File: src/rtl/generador_sync_vga.sv
// VGA timing generator: pixel prescaler, h/v counters, registered sync/video_on/strobes.
// Decoded outputs are computed from next-state counts, so they carry zero skew versus pixel_x/pixel_y.
module generador_sync_vga #(
  parameter int unsigned CLK_DIV   = 2,
  parameter int unsigned H_ACTIVE  = 640,
  parameter int unsigned H_FP      = 16,
  parameter int unsigned H_SYNC    = 96,
  parameter int unsigned H_BP      = 48,
  parameter int unsigned V_ACTIVE  = 480,
  parameter int unsigned V_FP      = 10,
  parameter int unsigned V_SYNC    = 2,
  parameter int unsigned V_BP      = 33,
  parameter bit          HSYNC_POL = 1'b0,
  parameter bit          VSYNC_POL = 1'b0,
  parameter int unsigned X_W       = 10,
  parameter int unsigned Y_W       = 10
) (
  input  logic           clk,
  input  logic           rst_n,
  output logic           pixel_tick,
  output logic           hsync,
  output logic           vsync,
  output logic           video_on,
  output logic [X_W-1:0] pixel_x,
  output logic [Y_W-1:0] pixel_y,
  output logic           line_start,
  output logic           frame_start
);

  localparam int unsigned H_TOTAL  = H_ACTIVE + H_FP + H_SYNC + H_BP;
  localparam int unsigned V_TOTAL  = V_ACTIVE + V_FP + V_SYNC + V_BP;
  localparam int unsigned HS_START = H_ACTIVE + H_FP;
  localparam int unsigned HS_END   = HS_START + H_SYNC;
  localparam int unsigned VS_START = V_ACTIVE + V_FP;
  localparam int unsigned VS_END   = VS_START + V_SYNC;
  localparam int unsigned DIV_W    = (CLK_DIV > 1) ? $clog2(CLK_DIV) : 1;

  logic [DIV_W-1:0] div, div_nxt;
  logic [X_W-1:0]   x_nxt;
  logic [Y_W-1:0]   y_nxt;
  logic             hs_nxt, vs_nxt, von_nxt, ls_nxt, fs_nxt;

  assign pixel_tick = (32'(div) == CLK_DIV - 32'd1);

  always_comb begin
    div_nxt = div;
    x_nxt   = pixel_x;
    y_nxt   = pixel_y;
    ls_nxt  = 1'b0;
    fs_nxt  = 1'b0;
    if (pixel_tick) begin
      div_nxt = '0;
      if (32'(pixel_x) == H_TOTAL - 32'd1) begin
        x_nxt  = '0;
        ls_nxt = 1'b1;
        if (32'(pixel_y) == V_TOTAL - 32'd1) begin
          y_nxt  = '0;
          fs_nxt = 1'b1;
        end else begin
          y_nxt = pixel_y + 1'b1;
        end
      end else begin
        x_nxt = pixel_x + 1'b1;
      end
    end else begin
      div_nxt = div + 1'b1;
    end

    // Decode the values the counters are about to take, not the current ones.
    hs_nxt  = ((32'(x_nxt) >= HS_START) && (32'(x_nxt) < HS_END)) ? HSYNC_POL : ~HSYNC_POL;
    vs_nxt  = ((32'(y_nxt) >= VS_START) && (32'(y_nxt) < VS_END)) ? VSYNC_POL : ~VSYNC_POL;
    von_nxt = (32'(x_nxt) < H_ACTIVE) && (32'(y_nxt) < V_ACTIVE);
  end

  always_ff @(posedge clk or negedge rst_n) begin
    if (!rst_n) begin
      div         <= '0;
      pixel_x     <= '0;
      pixel_y     <= '0;
      hsync       <= ~HSYNC_POL;
      vsync       <= ~VSYNC_POL;
      video_on    <= 1'b1;
      line_start  <= 1'b0;
      frame_start <= 1'b0;
    end else begin
      div         <= div_nxt;
      pixel_x     <= x_nxt;
      pixel_y     <= y_nxt;
      hsync       <= hs_nxt;
      vsync       <= vs_nxt;
      video_on    <= von_nxt;
      line_start  <= ls_nxt;
      frame_start <= fs_nxt;
    end
  end

endmodule

File: config.mk
export PLATFORM = sky130hd
export DESIGN_NAME = generador_sync_vga
export DESIGN_NICKNAME = d
export VERILOG_FILES = /design/src/rtl/generador_sync_vga.sv
export SDC_FILE = /design/constraint.sdc
export NUM_CORES = 1
export LEC_CHECK = 0
export ABC_AREA = 1
export CELL_PAD_IN_SITES_DETAIL_PLACEMENT = 2
export CELL_PAD_IN_SITES_GLOBAL_PLACEMENT = 2
export CORE_MARGIN = 2
export CORE_UTILIZATION = 26
export CTS_CLUSTER_SIZE = 28
export DETAILED_ROUTE_END_ITERATION = 8
export PLACE_DENSITY = 0.83
export SETUP_SLACK_MARGIN = 0.02
export SLEW_MARGIN = 20
export SYNTH_ARGS = -nofsm -noshare
export SYNTH_HDL_FRONTEND = slang
export SYNTH_SLANG_ARGS = --single-unit
File: constraint.sdc
create_clock -name clk -period 1.39 [get_ports clk]
set_input_delay 0.2085 -clock clk [delete_from_list [all_inputs] [get_ports clk]]
set_output_delay 0.2085 -clock clk [all_outputs]
set_load 0.01 [all_outputs]
==> results of run 1 <==
worst max-delay path by stage:
| stage | slack, ns | startpoint | end |
|---|---|---|---|
| after global routing | -0.55 | pixel_x[3] | vsync |
| final | -0.47 | pixel_x[1] | vsync |
| after global placement | -0.32 | pixel_x[1] | vsync |
| after CTS | -0.32 | pixel_y[0] | vsync |
| after floorplan | -0.18 | pixel_x[1] | vsync |
| after detailed placement | -0.44 | pixel_x[5] | vsync |
stage by stage:
step | utilization, % | setup WS (ns) | setup TNS, ns | hold WS, ns
after floorplan | - | -0.1837 | -0.6486 | -0.08709
after global placement | 38.96 | -0.3188 | -1.159 | 0.5796
after detailed placement | 38.96 | -0.4429 | -2.634 | 0.5926
after CTS | 46.07 | -0.3223 | -2.868 | 0.2904
after global routing | 49.34 | -0.5547 | -7.149 | 0.3025
final | 49.34 | -0.4718 | -5.761 | 0.2926
registers in the layout, summed over array words and instances, names as in the netlist:
signal / flops
pixel_y: 10
video_on: 1
hsync: 1
frame_start: 1
pixel_tick: 1
vsync: 1
pixel_x: 10
line_start: 1
worst register-to-register path, delay by kind of cell, from the launching register on:
kind / cells / cell delay [ns]
flops: 1 / 0.44
simple gates: 10 / 0.99
fa+ha+maj: 1 / 0.19
buf+inv: 1 / 0.19
timing repair:
item | in CTS | in global routing
setup endpoints to repair | 44 | 36
pin swaps | 27 | 26
gates resized for setup | 118 | 57
buffers inserted | 16 | 10
cloned | 0 | 0
logic make-up after synthesis:
logic type / after synthesis / share of synthesized area [%]
XOR/XNOR: 2 / 1.127
AO/OA/AOI/OAI: 13 / 4.505
adder cells (fa/ha/maj): 3 / 2.414
buffers and inverters: 42 / 10.86
flip-flops: 26 / 42.08
AND/OR/NAND/NOR: 129 / 39.02
cell type report:
class	count	share of cell area, %
Multi-Input combinational cell	147	36.15
Timing Repair Buffer	99	30.39
Sequential cell	26	23.02
Inverter	40	5.288
Tap cell	75	3.251
Clock buffer	4	1.907
synthesized netlist by cell type (2+ instances only):
master,n
nor2_4,2
dfrtp_1,23
nor2_1,19
o21bai_1,2
nand2_1,64
nand2_2,5
nand3_1,21
xor2_1,2
a21oi_1,3
o21ai_1,2
inv_1,37
nor2_2,4
ha_1,3
o21ai_0,6
dfstp_2,3
nand4_1,7
nand3b_1,2
inv_2,3
power breakdown:
group / internal [mW] / switching, mW
Clock: 0.255 / 0.300
Sequential: 0.756 / 0
Combinational: 0.00821 / 0.0174
Total: 1.02 / 0.317
layer usage:
layer	share of wire [%]	vias to the layer above
met3	3.7	26
met1	41	990
li1	-	870
met5	0	-
met2	53	56
met4	3.1	0
==> flow_metrics.env, run 1 <==
export IMPL_slowest_stage="dfrtp_1"
export IMPL_ys_seq_elements=26
export IMPL_synthArstFlopShare_pct=100.0
export IMPL_synth_largest_area_cell="dfrtp_1"
export IMPL_period_share_pct=133.9
export IMPL_max_cap_violations=0
export IMPL_worst_slack_ns=-0.4718
export IMPL_p_leak_nw=1.488
export IMPL_dieWidth_um=81.34
export IMPL_n_antenna_cell=0
export IMPL_wl_per_cell_um=23.78
export IMPL_timing_fmax_mhz=537.1
export IMPL_final_cell_mix="50 x buf_4, 44 x nand2_1, 27 x inv_1, 26 x buf_6, 21 x nand2_2"
export IMPL_finalWirelength_um=9299
export IMPL_power_mw=1.337
export IMPL_fin_cells=391
export IMPL_drc_errors=0
export IMPL_violations="negative setup slack"
export IMPL_syn_area_um2=1555
export IMPL_cp_arrival_ns=2.09
export IMPL_cts_buffer_depth=2
export IMPL_initial_utilization_pct=26.58
export IMPL_placement_io_buffers=27
export IMPL_reg2reg_from="pixel_x[1]"
export IMPL_grt_pass1_vias=2157
export IMPL_setup_viol=23
export IMPL_nets=322
export IMPL_reg2reg_depth=12
export IMPL_design_area_um2=2887
export IMPL_synth_edf_count=0
export IMPL_met2_usage_pct=49.59
export IMPL_dp_cells=363
export IMPL_syn_inst=215
export IMPL_cp_max_fo=7
export IMPL_cp_required_ns=1.62
export IMPL_synthTopCellsByArea="dfrtp_1 37%, nand2_1 15%, inv_1 8.9%, nand3_1 6.8%, dfstp_2 5.1%"
export IMPL_grt_util_all_layers_pct=27.26
export IMPL_seq_area_frac_synth_pct=42.08
export IMPL_core_area_um2=5851
export IMPL_ios=28
export IMPL_hold_class="primary input to async pin"
export IMPL_place_hpwl_um=4900
export IMPL_cp_num_buf_inv=1
export IMPL_yosysTopAreaCellShare_pct=37.01
export IMPL_cts_sinks=26
export IMPL_regToRegEndpoint="vsync"
export IMPL_start_kind="flip-flop"
export IMPL_antenna_left=0
export IMPL_cts_htree_levels=1
export IMPL_yosysUniqueCellTypes=25
export IMPL_die_area_um2=6616
export IMPL_grt_antenna_before_repair=0
export IMPL_place_area_um2=2280
export IMPL_cp_top_family="simple AND/OR/NAND/NOR gates"
export IMPL_worstSetupPathType="flip-flop to flip-flop"
export IMPL_avgViaCountPerCell=4.967
export IMPL_p_per_area_nw_per_um2=463.1
export IMPL_r2r_slack_ns=-0.47
export IMPL_grt_pass1_wl_um=12940
export IMPL_clkTransAtPathRegs_ns=0.11
export IMPL_cts_made_buffers=3
export IMPL_worst_pin_slew_ns=0.3449
export IMPL_multi_input_area_um2=1044
export IMPL_die_height_um=81.34
export IMPL_vdd_drop_max_mv=0.3881
export IMPL_hold_violations=0
export IMPL_skew_ns=0.005241
export IMPL_met1_usage_pct=33.72
export IMPL_worstSetupEndpointType="flip-flop"
export IMPL_area_delta_synth_final_pct=85.60
export IMPL_seqCellArea_um2=664.4
export IMPL_cp_num_cells=12
export IMPL_synth_area_per_cell_um2=7.234
export IMPL_route_vias_total=1942
export IMPL_hold_buffers=0
export IMPL_grt_max_degree=27
export IMPL_drv_slew=0
export IMPL_rows=28
export IMPL_yosys_warnings=0
export IMPL_gp_congestion=0.7681
export IMPL_synth_flop_cell="dfrtp_1"
export IMPL_cts_tree="done"
export IMPL_gr_total_overflow=0
export IMPL_postSynthNetCount=220
export IMPL_slowest_delay_ns=0.44
export IMPL_firstDrtPassIters=4
export IMPL_drive_gt1_share_pct=56.33
export IMPL_use_met3_pct=1.889
export IMPL_rsz0062_at_grt="yes"
export IMPL_max_slew_margin_rel_pct=76.76
export IMPL_clk_latency_ns=0.29
export IMPL_fillers=634
export IMPL_cts_root_buf="clkbuf_8"
export IMPL_final_common_cell="buf_4"
export IMPL_drt_iter0_markers=35
export IMPL_status="complete, but fails checks"
export IMPL_top_usage_layer="met2"
export IMPL_min_period_ns=1.862
export IMPL_path_cells="ha_4 -> nand2_4 -> nor2_4 -> nand2_2 -> nor2_4 -> buf_4 -> nand4_1 -> nand2_2 -> nor2_2 -> nand2_1 -> nor2_1 -> nand2_1"
Note: power is estimated with default switching activity, not from simulation.
==> run 2: changes to the inputs <==
Settings changed: CAP_MARGIN from default to 5, SETUP_SLACK_MARGIN 0.02 to default.
==> flow_metrics.env, run 2 (synthesis gave the netlist of run 1 again) <==
export IMPL_status="complete, but fails checks"
export IMPL_violations="negative setup slack"
export IMPL_worstSetupEndpointType="flip-flop"
export IMPL_worstSetupPathType="flip-flop to flip-flop"
export IMPL_power_mw=1.259
export IMPL_cts_htree_levels=1
export IMPL_vdd_drop_max_mv=0.3382
export IMPL_cp_required_ns=1.60
export IMPL_p_leak_nw=1.490
export IMPL_slowest_delay_ns=0.45
export IMPL_antenna_left=0
export IMPL_core_area_um2=5851
export IMPL_n_antenna_cell=0
export IMPL_drive_gt1_share_pct=54.46
export IMPL_fin_cells=389
export IMPL_place_area_um2=2272
export IMPL_rsz0062_at_grt="yes"
export IMPL_grt_antenna_before_repair=0
export IMPL_finalWirelength_um=9200
export IMPL_cts_sinks=26
export IMPL_cp_num_buf_inv=0
export IMPL_drt_iter0_markers=110
export IMPL_cp_arrival_ns=2.18
export IMPL_gr_total_overflow=0
export IMPL_clkTransAtPathRegs_ns=0.10
export IMPL_avgViaCountPerCell=4.992
export IMPL_cts_made_buffers=3
export IMPL_start_kind="flip-flop"
export IMPL_min_period_ns=1.971
export IMPL_placement_io_buffers=27
export IMPL_dp_cells=362
export IMPL_drv_slew=0
export IMPL_holdWs_ns=0.2958
export IMPL_hold_violations=0
export IMPL_cp_max_fo=4
export IMPL_cp_top_family="simple AND/OR/NAND/NOR gates"
export IMPL_route_vias_total=1942
export IMPL_finalCoreUtilization_pct=49.53
export IMPL_design_area_um2=2898
export IMPL_grt_pass1_wl_um=12190
export IMPL_grt_pass1_vias=2138
export IMPL_top_regs="pixel_x x10, pixel_y x10"
export IMPL_die_area_um2=6616
export IMPL_fin_tns_setup_ns=-5.740
export IMPL_ios=28
export IMPL_initial_utilization_pct=26.58
export IMPL_hold_class="primary input to async pin"
export IMPL_crit_top_cell="nand2_1"
export IMPL_gp_congestion=0.7677
export IMPL_max_cap_violations=0
export IMPL_die_height_um=81.34
export IMPL_final_common_cell="buf_4"
export IMPL_drc_errors=0
export IMPL_p_per_area_nw_per_um2=434.3
export IMPL_clk_latency_ns=0.28
export IMPL_final_cell_mix="48 x buf_4, 40 x nand2_1, 26 x inv_1, 20 x buf_6, 19 x nand2_2"
export IMPL_nets=320
export IMPL_setup_viol=24
export IMPL_skew_ns=0.009266
export IMPL_hold_buffers=0
export IMPL_path_cells="nand2_1 -> nor2_1 -> nand2_1 -> nor2_4 -> nand2_1 -> nand2_1 -> nand2_2 -> nor2_4 -> nand2_2 -> nor2_4 -> nand2_2"
export IMPL_timing_fmax_mhz=507.3
export IMPL_rows=28
export IMPL_wl_per_cell_um=23.65
export IMPL_dp_slack_ns=-0.4271
export IMPL_slowest_stage="dfrtp_1"
export IMPL_period_share_pct=141.8
export IMPL_dieWidth_um=81.34
export IMPL_cts_tree="done"
export IMPL_worst_pin_slew_ns=0.3680
export IMPL_grt_util_all_layers_pct=25.28
export IMPL_cts_root_buf="clkbuf_8"
export IMPL_area_delta_synth_final_pct=86.32
export IMPL_grt_max_degree=27
export IMPL_worst_slack_ns=-0.5811
export IMPL_cts_buffer_depth=2
export IMPL_place_hpwl_um=4960
export IMPL_max_slew_margin_rel_pct=75.38
export IMPL_firstDrtPassIters=4
run 2: final cells by class:
| cell class | instances | area [µm²] |
|---|---|---|
| fill | 637 | 2953 |
| multi-input combinational | 147 | 1081 |
| tap | 75 | 93.84 |
| inverter | 40 | 157.7 |
| sequential | 26 | 661.9 |
| timing repair buffer | 97 | 858.3 |
| clock buffer | 4 | 45.04 |
run 2: timing repair:
item / CTS / global route
pin swaps: 16 / 29
endpoints found under the setup margin: 42 / 36
setup buffers: 11 / 16
resized for setup: 88 / 78
run 2: final timing paths:
path,slack [ns],cells after the start,startpoint,end
setup / recovery,-0.58,11,pixel_y[3],vsync
hold / removal,0.30,2,rst_n,pixel_x[7]
setup reg to reg,-0.58,11,pixel_y[3],vsync
hold reg to reg,0.69,3,pixel_y[1],pixel_y[1]
max in group asynchronous,0.85,2,rst_n,vsync
min in group clk,0.69,3,pixel_y[1],pixel_y[1]
run 2: layer usage:
| metal | share of wire, % | track usage (%) | wire, µm | vias to the layer above |
|---|---|---|---|---|
| li1 | - | - | - | 864 |
| met1 | 42 | 31.87 | 3887 | 997 |
| met2 | 52 | 44.75 | 4754 | 54 |
| met3 | 2.1 | 1.222 | 194 | 27 |
| met4 | 3.9 | 10.51 | 362 | 0 |
| met5 | 0 | 0 | 0 | - |
run 2: where the power goes:
part	total, mW	switching, mW	internal (mW)
sequential	0.756	0	0.756
combinational	0.0251	0.0169	0.00820
clock	0.477	0.271	0.206
total	1.26	0.288	0.971
==> run 3: changes to the inputs <==
==> constraint.sdc (replaced) <==
create_clock -name clk -period 1.39 [get_ports clk]
set_input_delay 0.278 -clock clk [delete_from_list [all_inputs] [get_ports clk]]
set_output_delay 0.278 -clock clk [all_outputs]
set_load 0.01 [all_outputs]
==> flow_metrics.env, run 3 (synthesis gave the netlist of run 1 again) <==
export IMPL_hold_buffers=0
export IMPL_clkTransAtPathRegs_ns=0.10
export IMPL_area_delta_synth_final_pct=88.09
export IMPL_place_area_um2=2322
export IMPL_cts_buffer_depth=2
export IMPL_skew_ns=0.007633
export IMPL_fin_cells=400
export IMPL_cts_htree_levels=1
export IMPL_cts_root_buf="clkbuf_8"
export IMPL_place_hpwl_um=5232
export IMPL_grt_util_all_layers_pct=26.93
export IMPL_design_area_um2=2925
export IMPL_wl_per_cell_um=24.18
export IMPL_drt_iter0_markers=61
export IMPL_cts_sinks=26
export IMPL_slowest_delay_ns=0.45
export IMPL_core_area_um2=5851
export IMPL_cp_max_fo=3
export IMPL_top_layer="met4"
export IMPL_p_leak_nw=1.498
export IMPL_drive_gt1_share_pct=56.92
export IMPL_worstSetupEndpointType="flip-flop"
export IMPL_min_period_ns=1.948
export IMPL_period_share_pct=140.1
export IMPL_cp_top_family="simple AND/OR/NAND/NOR gates"
export IMPL_violations="negative setup slack"
export IMPL_finalWirelength_um=9673
export IMPL_max_slew_margin_rel_pct=82.46
export IMPL_slowest_stage="dfrtp_1"
export IMPL_path_cells="ha_4 -> buf_4 -> buf_6 -> buf_6 -> inv_2 -> nor2_4 -> nand3_2 -> nand2_1 -> nand4_1 -> nand2_2 -> nand2_1 -> nand3_1 -> nor2_2"
export IMPL_gr_total_overflow=0
export IMPL_cp_num_cells=13
export IMPL_placement_io_buffers=27
export IMPL_reg2reg_depth=13
export IMPL_clk_latency_ns=0.29
export IMPL_grt_pass1_vias=2157
export IMPL_ios=28
export IMPL_cp_required_ns=1.62
export IMPL_finalCoreUtilization_pct=50.00
export IMPL_cts_tree="done"
export IMPL_drc_errors=0
export IMPL_cts_made_buffers=3
export IMPL_antenna_left=0
export IMPL_grt_max_degree=27
export IMPL_cp_arrival_ns=2.18
export IMPL_wl_met2_um=5231
export IMPL_routed_wl_met3_um=232
export IMPL_final_cell_mix="55 x buf_4, 47 x nand2_1, 26 x inv_1, 26 x buf_6"
export IMPL_n_antenna_cell=0
export IMPL_power_mw=1.315
export IMPL_initial_utilization_pct=26.58
export IMPL_route_vias_total=1947
export IMPL_worstSetupPathType="flip-flop to flip-flop"
export IMPL_hold_class="primary input to async pin"
export IMPL_avgViaCountPerCell=4.868
export IMPL_drv_slew=0
export IMPL_dp_cells=367
export IMPL_cp_num_buf_inv=4
export IMPL_worst_pin_slew_ns=0.2625
export IMPL_p_per_area_nw_per_um2=449.7
export IMPL_rsz0062_at_grt="yes"
export IMPL_grt_antenna_before_repair=0
export IMPL_dieWidth_um=81.34
export IMPL_die_area_um2=6616
export IMPL_grt_pass1_wl_um=12850
export IMPL_fin_tns_setup_ns=-6.874
export IMPL_hold_violations=0
export IMPL_start_kind="flip-flop"
export IMPL_setup_viol=26
export IMPL_m1WireLength_um=4039
export IMPL_top_regs="pixel_x x10, pixel_y x10"
export IMPL_vdd_drop_max_mv=0.3814
export IMPL_firstDrtPassIters=4
export IMPL_seqCellArea_um2=660.6
export IMPL_max_cap_violations=0
export IMPL_rows=28
export IMPL_status="complete, but fails checks"
export IMPL_timing_fmax_mhz=513.4
export IMPL_fillers=637
export IMPL_gp_congestion=0.7653
export IMPL_final_common_cell="buf_4"
export IMPL_die_height_um=81.34
export IMPL_nets=331
export IMPL_multi_input_area_um2=1007
export IMPL_worst_slack_ns=-0.5577
==> run 3: changes by cell type in the layout (fill, tap and decap cells not counted), moves of 6 or more <==
cell	before	now
nand2_1	40	47
buf_6	20	26
nand2_4	10	4
clkbuf_2	1	9
buf_4	48	55
dlygate4sd2_1	16	5
==> run 3: metal layers <==
layer | global-route usage [%] | up-vias
met2 | 50.82 | 40
li1 | - | 886
met1 | 32.08 | 1008
met3 | 2.111 | 13
met4 | 8.136 | 0
met5 | 0 | -
==> run 3: final cells by class <==
| cell class | instances | share of cell area, % |
|---|---|---|
| Multi-Input combinational cell | 147 | 34.43 |
| Timing Repair Buffer | 108 | 32.51 |
| Sequential cell | 26 | 22.58 |
| Inverter | 40 | 5.389 |
| Tap cell | 75 | 3.208 |
| Clock buffer | 4 | 1.882 |
==> run 3: repair_timing <==
item | in CTS | in global routing
pin swaps | 17 | 20
setup endpoints to repair | 44 | 43
setup buffers | 22 | 15
cloned | 0 | 0
gates resized for setup | 113 | 71
==> run 3: worst paths after layout <==
check                           start          to  slack (ns)
setup reg to reg           pixel_x[1]    video_on       -0.56
min in group clk           pixel_x[0]  pixel_x[0]        0.64
hold / removal                  rst_n  pixel_y[9]        0.33
setup / recovery           pixel_x[1]    video_on       -0.56
max in group asynchronous       rst_n       hsync        0.82
hold reg to reg            pixel_x[0]  pixel_x[0]        0.64
==> run 3: per-stage QoR <==
step | setup WS (ns) | hold WS [ns]
after detailed placement | -0.3738 | 0.6013
after global placement | -0.2626 | 0.5795
final | -0.5577 | 0.3347
after global routing | -0.6032 | 0.3576
after floorplan | -0.1837 | -0.01759
after CTS | -0.3076 | 0.3543
==> run 3: power breakdown <==
part	switching, mW	total (mW)	internal, mW
clock network	0.280	0.534	0.255
logic	0.0166	0.0248	0.00823
registers	0	0.756	0.756
total	0.296	1.32	1.02
